$ cat config.mk
export PLATFORM = sky130hd
export DESIGN_NAME = rv_multicycle_core
export DESIGN_NICKNAME = d
export VERILOG_FILES = /design/src/rtl/rv_pkg.sv /design/src/rtl/rv_alu.sv /design/src/rtl/rv_imm_gen.sv /design/src/rtl/rv_rf.sv /design/src/rtl/rv_multicycle_core.sv
export SDC_FILE = /design/constraint.sdc
export NUM_CORES = 2
export LEC_CHECK = 0
export ABC_AREA = 1
export BUFFER_PORTS_ARGS = -buffer_cell sky130_fd_sc_hd__buf_4
export CORE_MARGIN = 2
export CORE_UTILIZATION = 50
export CTS_BUF_LIST = sky130_fd_sc_hd__clkbuf_8
export DETAILED_ROUTE_END_ITERATION = 7
export PLACE_DENSITY = 0.68
export SETUP_SLACK_MARGIN = 0.4
export SYNTH_ARGS = -nofsm -noshare
export SYNTH_HDL_FRONTEND = slang
export SYNTH_HIERARCHICAL = 1
export SYNTH_SLANG_ARGS = --single-unit
$ cat constraint.sdc
create_clock -name clk -period 3.73 [get_ports clk]
set_clock_uncertainty 0.15 [all_clocks]
set_input_delay 0.1865 -clock clk [delete_from_list [all_inputs] [get_ports clk]]
set_output_delay 0.1865 -clock clk [all_outputs]
set_load 0.005 [all_outputs]
$ cat src/rtl/rv_pkg.sv
// Shared definitions for the multicycle RV32-subset core: opcodes, controller states,
// ALU constants and instruction field slicers.
package rv_pkg;

    localparam logic [6:0] OP_R     = 7'b0110011;
    localparam logic [6:0] OP_I     = 7'b0010011;
    localparam logic [6:0] OP_LOAD  = 7'b0000011;
    localparam logic [6:0] OP_STORE = 7'b0100011;

    localparam logic [2:0] F3_WORD  = 3'b010;
    localparam logic [2:0] F3_SRX   = 3'b101;
    localparam logic [3:0] ALU_ADD  = 4'b0000;

    typedef enum logic [2:0] {
        FETCH,
        DECODE,
        EXEC,
        MEM,
        WB,
        HALT
    } state_t;

    function automatic logic [6:0] f_opcode(input logic [31:0] ir);
        return ir[6:0];
    endfunction

    function automatic logic [4:0] f_rd(input logic [31:0] ir);
        return ir[11:7];
    endfunction

    function automatic logic [2:0] f_func3(input logic [31:0] ir);
        return ir[14:12];
    endfunction

    function automatic logic [4:0] f_rs1(input logic [31:0] ir);
        return ir[19:15];
    endfunction

    function automatic logic [4:0] f_rs2(input logic [31:0] ir);
        return ir[24:20];
    endfunction

    function automatic logic f_func7b5(input logic [31:0] ir);
        return ir[30];
    endfunction

endpackage

$ cat src/rtl/rv_alu.sv
// ALU: opcode is {func3, alt}; alt selects SUB over ADD and SRA over SRL.
module rv_alu #(
    parameter int unsigned XLEN = 32
) (
    input  logic [3:0]      i_op,
    input  logic [XLEN-1:0] i_a,
    input  logic [XLEN-1:0] i_b,
    output logic [XLEN-1:0] o_y
);

    localparam int unsigned SHW = $clog2(XLEN);

    logic [SHW-1:0] w_sh;

    assign w_sh = i_b[SHW-1:0];

    always_comb begin
        o_y = '0;
        unique case (i_op[3:1])
            3'b000:  o_y = i_op[0] ? (i_a - i_b) : (i_a + i_b);
            3'b001:  o_y = i_a << w_sh;
            3'b010:  o_y[0] = $signed(i_a) < $signed(i_b);
            3'b011:  o_y[0] = i_a < i_b;
            3'b100:  o_y = i_a ^ i_b;
            3'b101:  o_y = i_op[0] ? $unsigned($signed(i_a) >>> w_sh) : (i_a >> w_sh);
            3'b110:  o_y = i_a | i_b;
            default: o_y = i_a & i_b;
        endcase
    end

endmodule

$ cat src/rtl/rv_imm_gen.sv
// Immediate generator: sign-extends the I-type or S-type 12-bit immediate to XLEN.
module rv_imm_gen #(
    parameter int unsigned XLEN = 32
) (
    input  logic [11:0]     i_imm_hi,
    input  logic [4:0]      i_s_lo,
    input  logic            i_is_store,
    output logic [XLEN-1:0] o_imm
);

    logic [11:0] w_imm12;

    // I-type keeps instr[31:20]; S-type splices instr[31:25] with instr[11:7]
    assign w_imm12 = i_is_store ? {i_imm_hi[11:5], i_s_lo} : i_imm_hi;
    assign o_imm   = {{(XLEN-12){w_imm12[11]}}, w_imm12};

endmodule

$ cat src/rtl/rv_rf.sv
// Register file: two combinational read ports, one synchronous write port with
// active-low write enable qualified by chip enable; cleared on reset.
module rv_rf #(
    parameter int unsigned XLEN  = 32,
    parameter int unsigned DEPTH = 32
) (
    input  logic            i_clk,
    input  logic            i_rst_n,
    input  logic            i_chip_en,
    input  logic            i_write_en_n,
    input  logic [4:0]      i_wr_addr,
    input  logic [XLEN-1:0] i_wr_data,
    input  logic [4:0]      i_rd_addr1,
    input  logic [4:0]      i_rd_addr2,
    output logic [XLEN-1:0] o_rd_data1,
    output logic [XLEN-1:0] o_rd_data2
);

    logic [XLEN-1:0] r_mem [DEPTH];

    always_ff @(posedge i_clk or negedge i_rst_n) begin
        if (!i_rst_n) begin
            for (int unsigned i = 0; i < DEPTH; i++) begin
                r_mem[i] <= '0;
            end
        end else if (i_chip_en && !i_write_en_n) begin
            r_mem[i_wr_addr] <= i_wr_data;
        end
    end

    assign o_rd_data1 = i_chip_en ? r_mem[i_rd_addr1] : '0;
    assign o_rd_data2 = i_chip_en ? r_mem[i_rd_addr2] : '0;

endmodule

$ cat src/rtl/rv_multicycle_core.sv
// Multicycle RV32-subset core: FETCH/DECODE/EXEC/[MEM]/WB controller around RF and ALU.
// Define RV_MC_LOADSTORE_EN to build LW/SW support; otherwise those opcodes halt the core.
module rv_multicycle_core
    import rv_pkg::*;
#(
    parameter int unsigned XLEN     = 32,
    parameter int unsigned ADDR_W   = 10,
    parameter int unsigned RF_DEPTH = 32,
    parameter int unsigned RESET_PC = 0
) (
    input  logic              clk,
    input  logic              rst_n,
    output logic [ADDR_W-1:0] mem_addr,
    output logic              mem_read_en,
    output logic              mem_write_en,
    output logic [XLEN-1:0]   mem_data_in,
    input  logic [XLEN-1:0]   mem_data_out,
    input  logic              mem_ready,
    output logic              retire,
    output logic              halted,
    output logic [ADDR_W+1:0] pc_out
);

    localparam int unsigned PCW = ADDR_W + 2;

    state_t          r_state, w_next;
    logic [PCW-1:0]  r_pc;
    logic [31:0]     r_ir;
    logic [XLEN-1:0] r_rs1_val, r_rs2_val, r_imm, r_result;
    logic [XLEN-1:0] w_rs1_data, w_rs2_data, w_imm, w_alu_b, w_alu_y, w_wb_data;
    logic [6:0]      w_opcode;
    logic [4:0]      w_rd, w_rs1, w_rs2;
    logic [2:0]      w_func3;
    logic [3:0]      w_alu_op;
    logic            w_f7b5, w_is_r, w_is_i, w_is_load, w_is_store, w_legal;
    logic            w_rf_ce, w_rf_we_n;

    assign w_opcode   = f_opcode(r_ir);
    assign w_rd       = f_rd(r_ir);
    assign w_rs1      = f_rs1(r_ir);
    assign w_rs2      = f_rs2(r_ir);
    assign w_func3    = f_func3(r_ir);
    assign w_f7b5     = f_func7b5(r_ir);
    assign w_is_r     = (w_opcode == OP_R);
    assign w_is_i     = (w_opcode == OP_I);
    assign w_is_load  = (w_opcode == OP_LOAD)  && (w_func3 == F3_WORD);
    assign w_is_store = (w_opcode == OP_STORE) && (w_func3 == F3_WORD);

`ifdef RV_MC_LOADSTORE_EN
    logic [XLEN-1:0] r_load;
    logic            w_misaligned;

    assign w_legal      = w_is_r || w_is_i || w_is_load || w_is_store;
    assign w_misaligned = (w_alu_y[1:0] != 2'b00);
    assign w_wb_data    = w_is_load ? r_load : r_result;
`else
    assign w_legal      = w_is_r || w_is_i;
    assign w_wb_data    = r_result;
`endif

    // I-type only carries the alt bit for SRAI; loads/stores always add
    always_comb begin
        w_alu_op = ALU_ADD;
        if (w_is_r) begin
            w_alu_op = {w_func3, w_f7b5};
        end else if (w_is_i) begin
            w_alu_op = {w_func3, (w_func3 == F3_SRX) ? w_f7b5 : 1'b0};
        end
    end

    assign w_alu_b   = w_is_r ? r_rs2_val : r_imm;
    assign w_rf_ce   = (r_state == DECODE) || (r_state == WB);
    assign w_rf_we_n = !((r_state == WB) && !w_is_store && (w_rd != 5'd0));

    rv_imm_gen #(.XLEN(XLEN)) u_imm_gen (
        .i_imm_hi   (r_ir[31:20]),
        .i_s_lo     (r_ir[11:7]),
        .i_is_store (w_is_store),
        .o_imm      (w_imm)
    );

    rv_rf #(.XLEN(XLEN), .DEPTH(RF_DEPTH)) u_rf (
        .i_clk        (clk),
        .i_rst_n      (rst_n),
        .i_chip_en    (w_rf_ce),
        .i_write_en_n (w_rf_we_n),
        .i_wr_addr    (w_rd),
        .i_wr_data    (w_wb_data),
        .i_rd_addr1   (w_rs1),
        .i_rd_addr2   (w_rs2),
        .o_rd_data1   (w_rs1_data),
        .o_rd_data2   (w_rs2_data)
    );

    rv_alu #(.XLEN(XLEN)) u_alu (
        .i_op (w_alu_op),
        .i_a  (r_rs1_val),
        .i_b  (w_alu_b),
        .o_y  (w_alu_y)
    );

    always_comb begin
        w_next = r_state;
        unique case (r_state)
            FETCH:   if (mem_ready) w_next = DECODE;
            DECODE:  w_next = w_legal ? EXEC : HALT;
`ifdef RV_MC_LOADSTORE_EN
            EXEC:    if (w_is_load || w_is_store) w_next = w_misaligned ? HALT : MEM;
                     else                         w_next = WB;
            MEM:     if (mem_ready) w_next = WB;
`else
            EXEC:    w_next = WB;
`endif
            WB:      w_next = FETCH;
            default: w_next = HALT;
        endcase
    end

    always_ff @(posedge clk or negedge rst_n) begin
        if (!rst_n) begin
            r_state   <= FETCH;
            r_pc      <= PCW'(RESET_PC);
            r_ir      <= '0;
            r_rs1_val <= '0;
            r_rs2_val <= '0;
            r_imm     <= '0;
            r_result  <= '0;
`ifdef RV_MC_LOADSTORE_EN
            r_load    <= '0;
`endif
        end else begin
            r_state <= w_next;
            if (r_state == FETCH && mem_ready) r_ir <= mem_data_out[31:0];
            if (r_state == DECODE) begin
                r_rs1_val <= w_rs1_data;
                r_rs2_val <= w_rs2_data;
                r_imm     <= w_imm;
            end
            if (r_state == EXEC) r_result <= w_alu_y;
`ifdef RV_MC_LOADSTORE_EN
            if (r_state == MEM && mem_ready && w_is_load) r_load <= mem_data_out;
`endif
            if (r_state == WB) r_pc <= r_pc + PCW'(4);
        end
    end

    // Requests are gated by rst_n so an asserted reset drops them in the same cycle
`ifdef RV_MC_LOADSTORE_EN
    assign mem_read_en  = rst_n && ((r_state == FETCH) || ((r_state == MEM) && w_is_load));
    assign mem_write_en = rst_n && (r_state == MEM) && w_is_store;
`else
    assign mem_read_en  = rst_n && (r_state == FETCH);
    assign mem_write_en = 1'b0;
`endif
    assign mem_addr    = (r_state == FETCH) ? r_pc[PCW-1:2] : r_result[PCW-1:2];
    assign mem_data_in = r_rs2_val;
    assign retire      = (r_state == WB);
    assign halted      = (r_state == HALT);
    assign pc_out      = r_pc;

endmodule

==> qor.txt <==
Worst-Margin Slew - 1.29 ns
Net Sw Power - 0.0355 W
Synth Area per Inst - 6.57 um2
Die X - 390 um
design area - 0.0875 mm2
Worst EP arrival - 4.15 ns
Die H - 390 um
half-perimeter wire length after placement - 210,000 um
Synth-to-Final Area Change - 17.6%
Critical-path top delay cell - dfrtp_1
type of the worst setup path - reg2reg
clock power share - 18.3%
CP required - 4.37 ns
grt total ovfl - 0
GRT Total Usage - 43.3%
mean number of vias per cell - 6.07
share of cells above drive strength 1 - 13.9%
Synth area leaders - dfrtp_1 40%, nand2_1 24%, nand3_1 12%
Slew HR - 14.0%
DRT Wirelength - 336,000 um
Cell Area, Synth - 0.0744 mm2
row cnt - 141
input/output buffers - 89
nets@finish - 11,600
internal power - 0.0332 W
period utilization - 94.0%
Hold WC Path Type - in2reg
area of the multi-input gates - 0.0413 mm2
clk buf depth - 3
routed wire length per instance - 24.8 um
final worst setup slack - 0.223 ns
initial antenna violation count - 11
ys flop type - dfrtp_1
nature of the critical path endpoint - flip-flop
critical path's most frequent cell - nand2_2
count of different cell masters after synthesis - 50
number of synthesized flops with an enable pin - 0
Min Hold Slack - 0.0999 ns
Core Util, Final - 59.2%
crit-path max cell delay - 0.36 ns
Post-synth ARST share - 100%
Clk pin slew, worst setup/hold paths - 0.06 ns
Combinational Power Share - 59.2%
initial DRC count - 11,300
Final Hold Fails - 0
startpoint types - flip-flop
Static Leak - 40.8 nW
FF+latch area - 0.0300 mm2
largest net degree at the start of global routing - 135
IO Count - 93
Critical Path, Cell by Cell - nand2_2 > nor3_4 > buf_6 > nand2_8 > buf_6 > nand2_1 > nand2_2 > buf_4 > ha_1 > a21oi_4 > nor2_1 > nor2_1 > nand2_2 > buf_6 > nand2_2 > nand2_4 > nand2_2 > nand2_2 > nand2_1 > nand2_1 > nand3_1 > a21oi_1 > mux2_2
Clock Sinks - 1,197
CTS tree - done
Root Driver - clkbuf_8
die area - 0.152 mm2
most common cell in the netlist - nand2_1
fmax - 0.285 GHz
status - complete, no violations
CP Max Fanout - 7
number of global-route vias before repair - 76,700
H-tree levels - 4
Placed Area - 0.0789 mm2
number of remaining DRC errors - 0
Syn Inst Count - 11,300
Ys Warns - 6
Core Region - 0.148 mm2
top cell type's share of synthesized area - 40.3%
Starting Density - 50.3%
DR vias - 82,200
top cells by count, synth - 4,727 x nand2_1, 1,725 x nand3_1, 1,242 x o21ai_0, 1,197 x dfrtp_1, 553 x clkbuf_1
cell type with the largest total area after synthesis - dfrtp_1
critical path's top delay family - simple AND/OR/NAND/NOR gates
first-pass GRT wire length - 497,000 um
Buf/Inv on CP - 4
RePlAce Congestion - 1.07
Pre-antenna DRT Iters - 7
power per cell area - 785 mW/mm2
Worst IR Drop VDD - 0.550 mV
Slew Viols, Final - 0
Reg power frac - 22.5%
Final min period - 3.51 ns
clk_lat worst skew - 1.00 ns
Num CTS Buffers - 210
RSZ-0062 raised after global routing - yes
dpl ws - -0.208 ns
remaining antenna violation count - 0
post-synthesis sequential area ratio - 40.3%
Fillers - 14,200
Yosys reg bits - 1,197
max_cap viols - 0
setup violators final - 0
Switching Share - 51.6%
==> path summary, 6_finish.rpt <==
kind / start / endpoint / slack [ns] / cells after the start
max: r_ir[0]$_DFFE_PN0P_ / r_result[24]$_DFFE_PN0P_ / 0.22 / 23
min: mem_ready / r_state[0]$_DFFE_PN0P_ / 0.1 / 4
max reg2reg: r_ir[0]$_DFFE_PN0P_ / r_result[24]$_DFFE_PN0P_ / 0.22 / 23
min reg2reg: u_rf/r_mem[892]$_DFFE_PN0P_ / u_rf/r_mem[892]$_DFFE_PN0P_ / 0.33 / 2
max in group asynchronous: rst_n / r_ir[21]$_DFFE_PN0P_ / 2.25 / 4
min in group asynchronous: rst_n / u_rf/r_mem[367]$_DFFE_PN0P_ / 0.45 / 4
==> logic make-up after synthesis <==
| family | after synthesis | synth area share [%] |
|---|---|---|
| other | 1 | 0.00504 |
| DFF | 1197 | 40.3 |
| and+or+nand+nor | 7080 | 39.1 |
| AOI/OAI and AO/OA | 1587 | 11.0 |
| adders and majority gates | 100 | 1.70 |
| buffers and inverters | 1312 | 7.33 |
| muxes | 35 | 0.525 |
| xor gates and xnor gates | 8 | 0.0942 |
==> metrics by stage <==
stage                     power, W  TNS (ns)  std cells
after global placement      0.0508    -0.446      13000
final                       0.0687         0      13600
after CTS                   0.0661         0      13500
after global routing        0.0715         0      13500
after floorplan             0.0351         0      11300
after detailed placement    0.0508    -0.340      13000
==> power groups by stage <==
stage	Combinational, W	Sequential (W)	Clock [W]
after global routing	0.0428	0.0154	0.0133
after global placement	0.0353	0.0156	0
final	0.0407	0.0155	0.0126
after floorplan	0.0204	0.0147	0
after CTS	0.0381	0.0154	0.0127
after detailed placement	0.0353	0.0156	0
==> tightest hold or removal path: cells and delay by family <==
family	cells	cell delay (ns)
buffers and inverters	3	0.82
AOI/OAI and AO/OA	1	0.16
==> layout make-up <==
cell class	count	share of cell area, %
repair buffers	823	8.96
diodes	5	0.0143
well taps	1930	2.76
clock buffers	267	4.20
inverters	402	1.81
clock inverters	112	0.745
flip-flops and latches	1197	34.3
repair inverters	1	0.00572
multi-input cells	8813	47.2
==> per-layer routing <==
layer / global-route usage, % / routed length, um
met1: 57.3 / 129000
met2: 64.3 / 143000
met3: 9.54 / 38200
met4: 27.3 / 25100
met5: 0 / 32
==> sequential cells by signal, indices dropped and copies added (netlist names) <==
name,cells
mem_data_in,32
pc_out,10
r_imm,32
r_ir,32
r_result,32
r_rs1_val,32
r_state,3
u_rf/r_mem,1024
==> placed cells by master (no fill, tap or decap), drive strengths merged, types with 31 or more instances in the layout <==
cell,count
nor3,31
buf,700
nand3,1726
nand2,4762
nor2,501
o21ai,1277
inv,480
a21oi,233
dlygate4sd3,116
dfrtp,1197
ha,98
mux2,32
clkbuf,271
==> repair_timing <==
| item | in CTS | in global routing |
|---|---|---|
| hold endpoints to repair | 1230 | 0 |
| buffers inserted | 34 | 21 |
| resized for setup | 418 | 235 |
| endpoints found under the setup margin | 45 | 699 |
| pin swaps | 79 | 64 |
| cloned | 5 | 4 |
| hold buffers | 117 | 0 |
Note: power is estimated with default switching activity, not from simulation.
